<file path="src/rtl/uart_program_loader.sv">
// uart_program_loader: takes a SYNC_BYTE header and then a 2**ADDR_WIDTH-byte image over UART 8N1.
// It writes the image to RAM and holds the CPU in reset until the load completes. Optional macro: UART_LOADER_CHECKSUM_EN.
module uart_program_loader #(
    parameter int         CLK_FREQ_HZ  = 27_000_000,
    parameter int         BAUD         = 115_200,
    parameter int         ADDR_WIDTH   = 4,
    parameter logic [7:0] SYNC_BYTE    = 8'hA5,
    parameter int         TIMEOUT_BITS = 32
) (
    input  logic                  clk,
    input  logic                  rst,
    input  logic                  uart_rx,
    output logic [ADDR_WIDTH-1:0] prog_addr,
    output logic [7:0]            prog_data,
    output logic                  prog_we,
    output logic                  cpu_hold,
    output logic                  busy,
    output logic                  done,
    output logic                  error
);
    localparam int CLKS_PER_BIT = CLK_FREQ_HZ / BAUD;
    localparam int HALF_BIT     = CLKS_PER_BIT / 2;
    localparam int TIMEOUT_CLKS = TIMEOUT_BITS * CLKS_PER_BIT;
    localparam int BIT_CNT_W    = $clog2(CLKS_PER_BIT + 1);
    localparam int TO_CNT_W     = $clog2(TIMEOUT_CLKS + 1);
    localparam logic [BIT_CNT_W-1:0]  BIT_LAST  = BIT_CNT_W'(CLKS_PER_BIT - 1);
    localparam logic [BIT_CNT_W-1:0]  HALF_LAST = BIT_CNT_W'(HALF_BIT - 1);
    localparam logic [TO_CNT_W-1:0]   TO_LAST   = TO_CNT_W'(TIMEOUT_CLKS - 1);
    localparam logic [ADDR_WIDTH-1:0] LAST_ADDR = '1;

    typedef enum logic [1:0] {RX_IDLE, RX_START, RX_DATA, RX_STOP} rx_state_t;
`ifdef UART_LOADER_CHECKSUM_EN
    typedef enum logic [1:0] {L_IDLE, L_LOAD, L_CHECK, L_DONE} ld_state_t;
`else
    typedef enum logic [1:0] {L_IDLE, L_LOAD, L_DONE} ld_state_t;
`endif

    logic                  sync_p0, sync_p1, line_p2;
    logic                  rx_fall;
    rx_state_t             rx_state, rx_state_next;
    logic [BIT_CNT_W-1:0]  rx_cnt;
    logic [2:0]            rx_bit;
    logic [7:0]            rx_shift;
    logic [7:0]            rx_byte;
    logic                  rx_valid, rx_ferr;

    ld_state_t             ld_state, ld_state_next;
    logic [ADDR_WIDTH-1:0] ld_cnt;
    logic [TO_CNT_W-1:0]   to_cnt;
    logic                  ld_active, timed_out;
    logic                  ld_start, ld_write, ld_finish, ld_abort;

    // Stage p0/p1: metastability synchroniser; p2 holds the previous line level for edge detection
    always_ff @(posedge clk) begin
        if (rst) begin
            sync_p0 <= 1'b1;
            sync_p1 <= 1'b1;
            line_p2 <= 1'b1;
        end else begin
            sync_p0 <= uart_rx;
            sync_p1 <= sync_p0;
            line_p2 <= sync_p1;
        end
    end

    assign rx_fall = line_p2 & ~sync_p1;
    assign rx_byte = rx_shift;

    always_comb begin
        rx_state_next = rx_state;
        rx_valid      = 1'b0;
        rx_ferr       = 1'b0;
        case (rx_state)
            RX_IDLE:  if (rx_fall) rx_state_next = RX_START;
            RX_START: if (rx_cnt == HALF_LAST) rx_state_next = sync_p1 ? RX_IDLE : RX_DATA;
            RX_DATA:  if (rx_cnt == BIT_LAST && rx_bit == 3'd7) rx_state_next = RX_STOP;
            RX_STOP: begin
                if (rx_cnt == BIT_LAST) begin
                    rx_state_next = RX_IDLE;
                    rx_valid      = sync_p1;
                    rx_ferr       = ~sync_p1;
                end
            end
            default:  rx_state_next = RX_IDLE;
        endcase
    end

    always_ff @(posedge clk) begin
        if (rst) begin
            rx_state <= RX_IDLE;
            rx_cnt   <= '0;
            rx_bit   <= '0;
        end else begin
            rx_state <= rx_state_next;
            if (rx_state == RX_IDLE || rx_state != rx_state_next || rx_cnt == BIT_LAST)
                rx_cnt <= '0;
            else
                rx_cnt <= rx_cnt + BIT_CNT_W'(1);
            if (rx_state == RX_IDLE)
                rx_bit <= '0;
            else if (rx_state == RX_DATA && rx_cnt == BIT_LAST)
                rx_bit <= rx_bit + 3'd1;
        end
    end

    // LSB arrives first, so each sample enters at the top and walks down
    always_ff @(posedge clk) begin
        if (rx_state == RX_DATA && rx_cnt == BIT_LAST)
            rx_shift <= {sync_p1, rx_shift[7:1]};
    end

`ifdef UART_LOADER_CHECKSUM_EN
    logic [7:0] ck_sum;
    assign ld_active = (ld_state == L_LOAD) || (ld_state == L_CHECK);
    always_ff @(posedge clk) begin
        if (ld_start)
            ck_sum <= '0;
        else if (ld_write)
            ck_sum <= ck_sum + rx_byte;
    end
`else
    assign ld_active = (ld_state == L_LOAD);
`endif
    assign timed_out = (to_cnt == TO_LAST);

    always_comb begin
        ld_state_next = ld_state;
        ld_start      = 1'b0;
        ld_write      = 1'b0;
        ld_finish     = 1'b0;
        ld_abort      = 1'b0;
        case (ld_state)
            L_IDLE: begin
                if (rx_valid && rx_byte == SYNC_BYTE) begin
                    ld_state_next = L_LOAD;
                    ld_start      = 1'b1;
                end
            end
            L_LOAD: begin
                if (rx_valid) begin
                    ld_write = 1'b1;
                    if (ld_cnt == LAST_ADDR) begin
`ifdef UART_LOADER_CHECKSUM_EN
                        ld_state_next = L_CHECK;
`else
                        ld_state_next = L_DONE;
                        ld_finish     = 1'b1;
`endif
                    end
                end else if (rx_ferr || timed_out) begin
                    ld_state_next = L_IDLE;
                    ld_abort      = 1'b1;
                end
            end
`ifdef UART_LOADER_CHECKSUM_EN
            L_CHECK: begin
                if (rx_valid && rx_byte == ck_sum) begin
                    ld_state_next = L_DONE;
                    ld_finish     = 1'b1;
                end else if (rx_valid || rx_ferr || timed_out) begin
                    ld_state_next = L_IDLE;
                    ld_abort      = 1'b1;
                end
            end
`endif
            L_DONE:  ld_state_next = L_IDLE;
            default: ld_state_next = L_IDLE;
        endcase
    end

    // Status flags are registered on the transition edge; cpu_hold survives an abort
    always_ff @(posedge clk) begin
        if (rst) begin
            ld_state  <= L_IDLE;
            ld_cnt    <= '0;
            to_cnt    <= '0;
            prog_addr <= '0;
            prog_data <= '0;
            prog_we   <= 1'b0;
            cpu_hold  <= 1'b0;
            busy      <= 1'b0;
            done      <= 1'b0;
            error     <= 1'b0;
        end else begin
            ld_state <= ld_state_next;
            prog_we  <= ld_write;
            if (ld_write) begin
                prog_addr <= ld_cnt;
                prog_data <= rx_byte;
                if (ld_cnt != LAST_ADDR)
                    ld_cnt <= ld_cnt + ADDR_WIDTH'(1);
            end
            if (rx_valid || !ld_active)
                to_cnt <= '0;
            else
                to_cnt <= to_cnt + TO_CNT_W'(1);
            if (ld_start) begin
                ld_cnt   <= '0;
                busy     <= 1'b1;
                cpu_hold <= 1'b1;
                done     <= 1'b0;
                error    <= 1'b0;
            end
            if (ld_finish) begin
                busy     <= 1'b0;
                cpu_hold <= 1'b0;
                done     <= 1'b1;
            end
            if (ld_abort) begin
                busy  <= 1'b0;
                error <= 1'b1;
            end
        end
    end

endmodule

</file>
<file path="config.mk">
export PLATFORM = sky130hd
export DESIGN_NAME = uart_program_loader
export DESIGN_NICKNAME = d
export VERILOG_FILES = /design/src/rtl/uart_program_loader.sv
export SDC_FILE = /design/constraint.sdc
export NUM_CORES = 1
export LEC_CHECK = 0
export CORE_MARGIN = 2
export CORE_UTILIZATION = 55
export CTS_BUF_LIST = sky130_fd_sc_hd__clkbuf_8
export DETAILED_ROUTE_END_ITERATION = 12
export GPL_ROUTABILITY_DRIVEN = 0
export HOLD_SLACK_MARGIN = 0.1
export PLACE_DENSITY = 0.81
export SYNTH_ARGS = -nofsm -noshare
export SYNTH_HDL_FRONTEND = slang
export SYNTH_SLANG_ARGS = --single-unit
</file>
<file path="constraint.sdc">
create_clock -name clk -period 3.3 [get_ports clk]
set_clock_uncertainty 0.1 [all_clocks]
set_input_delay 0.33 -clock clk [delete_from_list [all_inputs] [get_ports clk]]
set_output_delay 0.33 -clock clk [all_outputs]
set_load 0.01 [all_outputs]
</file>
==> out/summary.md <==
The tools report the endpoint arrival time on the critical path as 2.50 ns. Walking the worst path, the cells encountered are or3b_4, or4_1, or3_1, a21oi_1. The critical path in this run is classified as reg2reg.

The number of instances resized during post-cts repair was 0. The run gives 0.002486 mm^2 as the area of the mapped netlist. Summed over all layers, the global routing overflow is 0.

Among all flip-flop cells after synthesis, the most frequent one is sky130_fd_sc_hd__dfxtp_1. Setup repair after global routing left no endpoint under its margin. The tools report the count of final max-slew check failures as 0.

Share of Yosys cell area claimed by the top area cell type: 41.87%. Timing would allow up to 429.7 MHz. The number of DRC violations after detailed routing is 0. The synthesized design contains 8 enable-type register cells. Dividing total power by cell area gives a power density of 455.4 mW/mm^2.

The run gives 1894 as the detailed-route via count. STA puts the critical path data required time at 3.47 ns. Ranked by instance count, the synthesized netlist is headed by 52 x sky130_fd_sc_hd__dfxtp_1, 37 x sky130_fd_sc_hd__nor2_1, 13 x sky130_fd_sc_hd__mux2i_1, 13 x sky130_fd_sc_hd__xor2_1.

Counting the fill cells in the layout gives 358. The clock latency on the worst-skew pair is 0.34 ns. Input and output buffers added on the ports amount to 19. In this run the static leakage power is 1.016 nW. The vias per cell is 5.654. After the last flow step, the layout net total stands at 288.

The first detailed-routing pass ran for 4 iterations. Broken down by cell family, the worst path's largest delay share belongs to simple AND/OR/NAND/NOR gates. For the cell count after placement, the log shows 319. The run gives 7990 um as the global-route wire length before repair. The most common cell in the netlist is sky130_fd_sc_hd__dfxtp_1. Sorting the synthesized cells by area gives the leading types as sky130_fd_sc_hd__dfxtp_1 42%, sky130_fd_sc_hd__edfxtp_1 9.7%, sky130_fd_sc_hd__nor2_1 5.6%. On the final layout, the worst hold slack is 0.3156 ns. The clock passes through at most 2 buffers. Compared with the post-synthesis result, the final layout area differs by 16.21%.

The number of instances in the synthesized netlist is 255, and the average cell area after synthesis is 9.750 um^2. The via count of the first global-routing pass came out at 1789. During synthesis, Yosys emitted a total of 0 warnings. The floorplan step set the die width to 71.23 um. At the pin with the least slew margin, the transition time is 0.6260 ns. Counting flops with an async set or reset pin after synthesis yields a share of 0%.

The fraction of the cycle the final worst path needs is 70.51%. Synthesis inferred 60 register bits. The element type at the critical path start is a flip-flop. For the maximum number of pins on one net before global-route repair, the log shows 16.

The I/O pin count was 20. Once layout is complete, the utilization of the core stands at 66.35%. Die footprint: 0.005074 mm^2.

Of all cell types, the one taking the most synthesized area is sky130_fd_sc_hd__dfxtp_1. The global-route usage over all layers was 20.43%. The final routed wire length divided by cell count came out at 14.07 um. TritonCTS built the clock tree. The flow ran to the end, and the final reports show no timing, DRC or antenna violations.

Post-layout minimum cycle time: 2.327 ns. Along the worst path, the maximum fanout reaches 10. The run gives 9 as the TritonCTS buffer count.

The number of antenna diodes in the final layout is 0. The H-tree was split into 3 levels. The count of cells in the finished layout, fillers not included, comes to 335. The total of endpoints with negative setup slack in the final report is 0.

The number of antenna violations at the first check in global routing is 0. The min-delay analysis places its worst path in the category reg2reg. The total negative slack for setup checks is 0 ns, and the clock transition at the registers of the reported paths is 0.07 ns. The tools report the worst-case headroom to the max-slew limit as 58.12%. Number of rows in the core area: 24. The run gives 0 as the remaining antenna violation count after routing.

The maximum vdd ir drop came out at 0.0002824 V. STA classifies the critical path endpoint as a flip-flop. Counting every sink on the clock net gives 60. The stage delay of the slowest cell on the critical path works out to 0.76 ns. The logs give 0 for the max-cap check violation count and 150 for the iteration-0 DRC count of the detailed router.

Cells with a size suffix above 1 make up 8.481% of the layout. After synthesis, the netlist uses 47 different library cells. The number of nets in the synthesized netlist is 265. Hold repair after CTS inserted 0 buffers. The core region is 0.004354 mm^2. The tools report the overall power of the completed layout as 1.316 mW. The number of setup buffers added after CTS is 0.

Wires add up to 4714 um. Overall die height: 71.23 um. Once the floorplan was initialized, standard cells occupied 57.10% of the core. The number of buffer and inverter stages on the critical path was 0; the detailed-placement wirelength estimate was 3177 um.

Of the synthesized area, sequential elements account for 51.53%. The cell sitting at the root of the clock tree is a sky130_fd_sc_hd__clkbuf_8. The master of the slowest instance on the critical path was sky130_fd_sc_hd__or4_1. The tools report the number of hold-slack violations in the final timing report as 0.
## kinds of logic after synthesis
logic type      Yosys count  synth area share [%]
flops                    60                 51.54
fa+ha+maj                 7                 3.523
compound gates           35                 8.959
simple gates            103                 21.94
mux                      13                 5.234
buf+inv                  22                 3.523
xor+xnor                 15                 5.285
## placed cells by master (no fill, tap or decap), drive strengths merged, types with 4 or more instances in the layout
| cell | n |
|---|---|
| dfxtp | 52 |
| edfxtp | 8 |
| and3 | 5 |
| clkbuf | 10 |
| clkdlybuf4s50 | 19 |
| nor2 | 37 |
| ha | 7 |
| mux2i | 13 |
| a21oi | 10 |
| buf | 4 |
| nor3 | 5 |
| nand2 | 10 |
| inv | 14 |
| nand4 | 8 |
| nand3 | 11 |
| xor2 | 13 |
| o21ai | 8 |
## where the power goes
part           internal [mW]  leakage, nW  switching [mW]
clock                  0.280       0.0996           0.273
combinational        0.00781        0.425          0.0103
sequential             0.740        0.491         0.00405
total                   1.03         1.02           0.287
## registers in the layout, indices dropped and copies added (netlist names)
name       cells
busy           1
cpu_hold       1
done           1
error          1
ld_cnt         4
ld_state       2
line_p2        1
prog_addr      4
prog_data      8
prog_we        1
rx_bit         3
rx_byte        8
rx_cnt         8
rx_state       2
sync_p0        1
sync_p1        1
to_cnt        13
## layout make-up
class	count	area [um^2]	area share, %
clock buffers	10	137.6	4.764
clock inverters	6	26.28	0.9095
inverters	11	41.29	1.429
multi-input cells	173	1117	38.67
flip-flops and latches	60	1281	44.35
well taps	52	65.06	2.252
repair buffers	23	220.2	7.622
## metrics by stage
stage               worst slack (ns)  area (um^2)
detailed placement            0.9916         2725
floorplan                      1.221         2486
global placement               1.055         2725
CTS                           0.9763         2889
finish                        0.9730         2889
global route                  0.8759         2889
## metal layers
layer,share of wire [%],vias to the layer above,GRT usage (%)
li1,-,947,-
met1,46,891,25.57
met2,47,42,31.48
met3,4.1,14,4.360
met4,2.7,0,14.26
met5,0,-,0
## path summary, 6_finish.rpt
check                                          start                      to  slack [ns]  depth (start not counted)
worst max-delay path            rx_cnt[7]$_SDFF_PP0_  ld_cnt[0]$_SDFFE_PP0P_        0.97                          4
worst min-delay path              sync_p0$_SDFF_PP1_      sync_p1$_SDFF_PP1_        0.32                          1
worst max register to register  rx_cnt[7]$_SDFF_PP0_  ld_cnt[0]$_SDFFE_PP0P_        0.97                          4
worst min register to register    sync_p0$_SDFF_PP1_      sync_p1$_SDFF_PP1_        0.32                          1
Power figures use the tool's default switching activity.
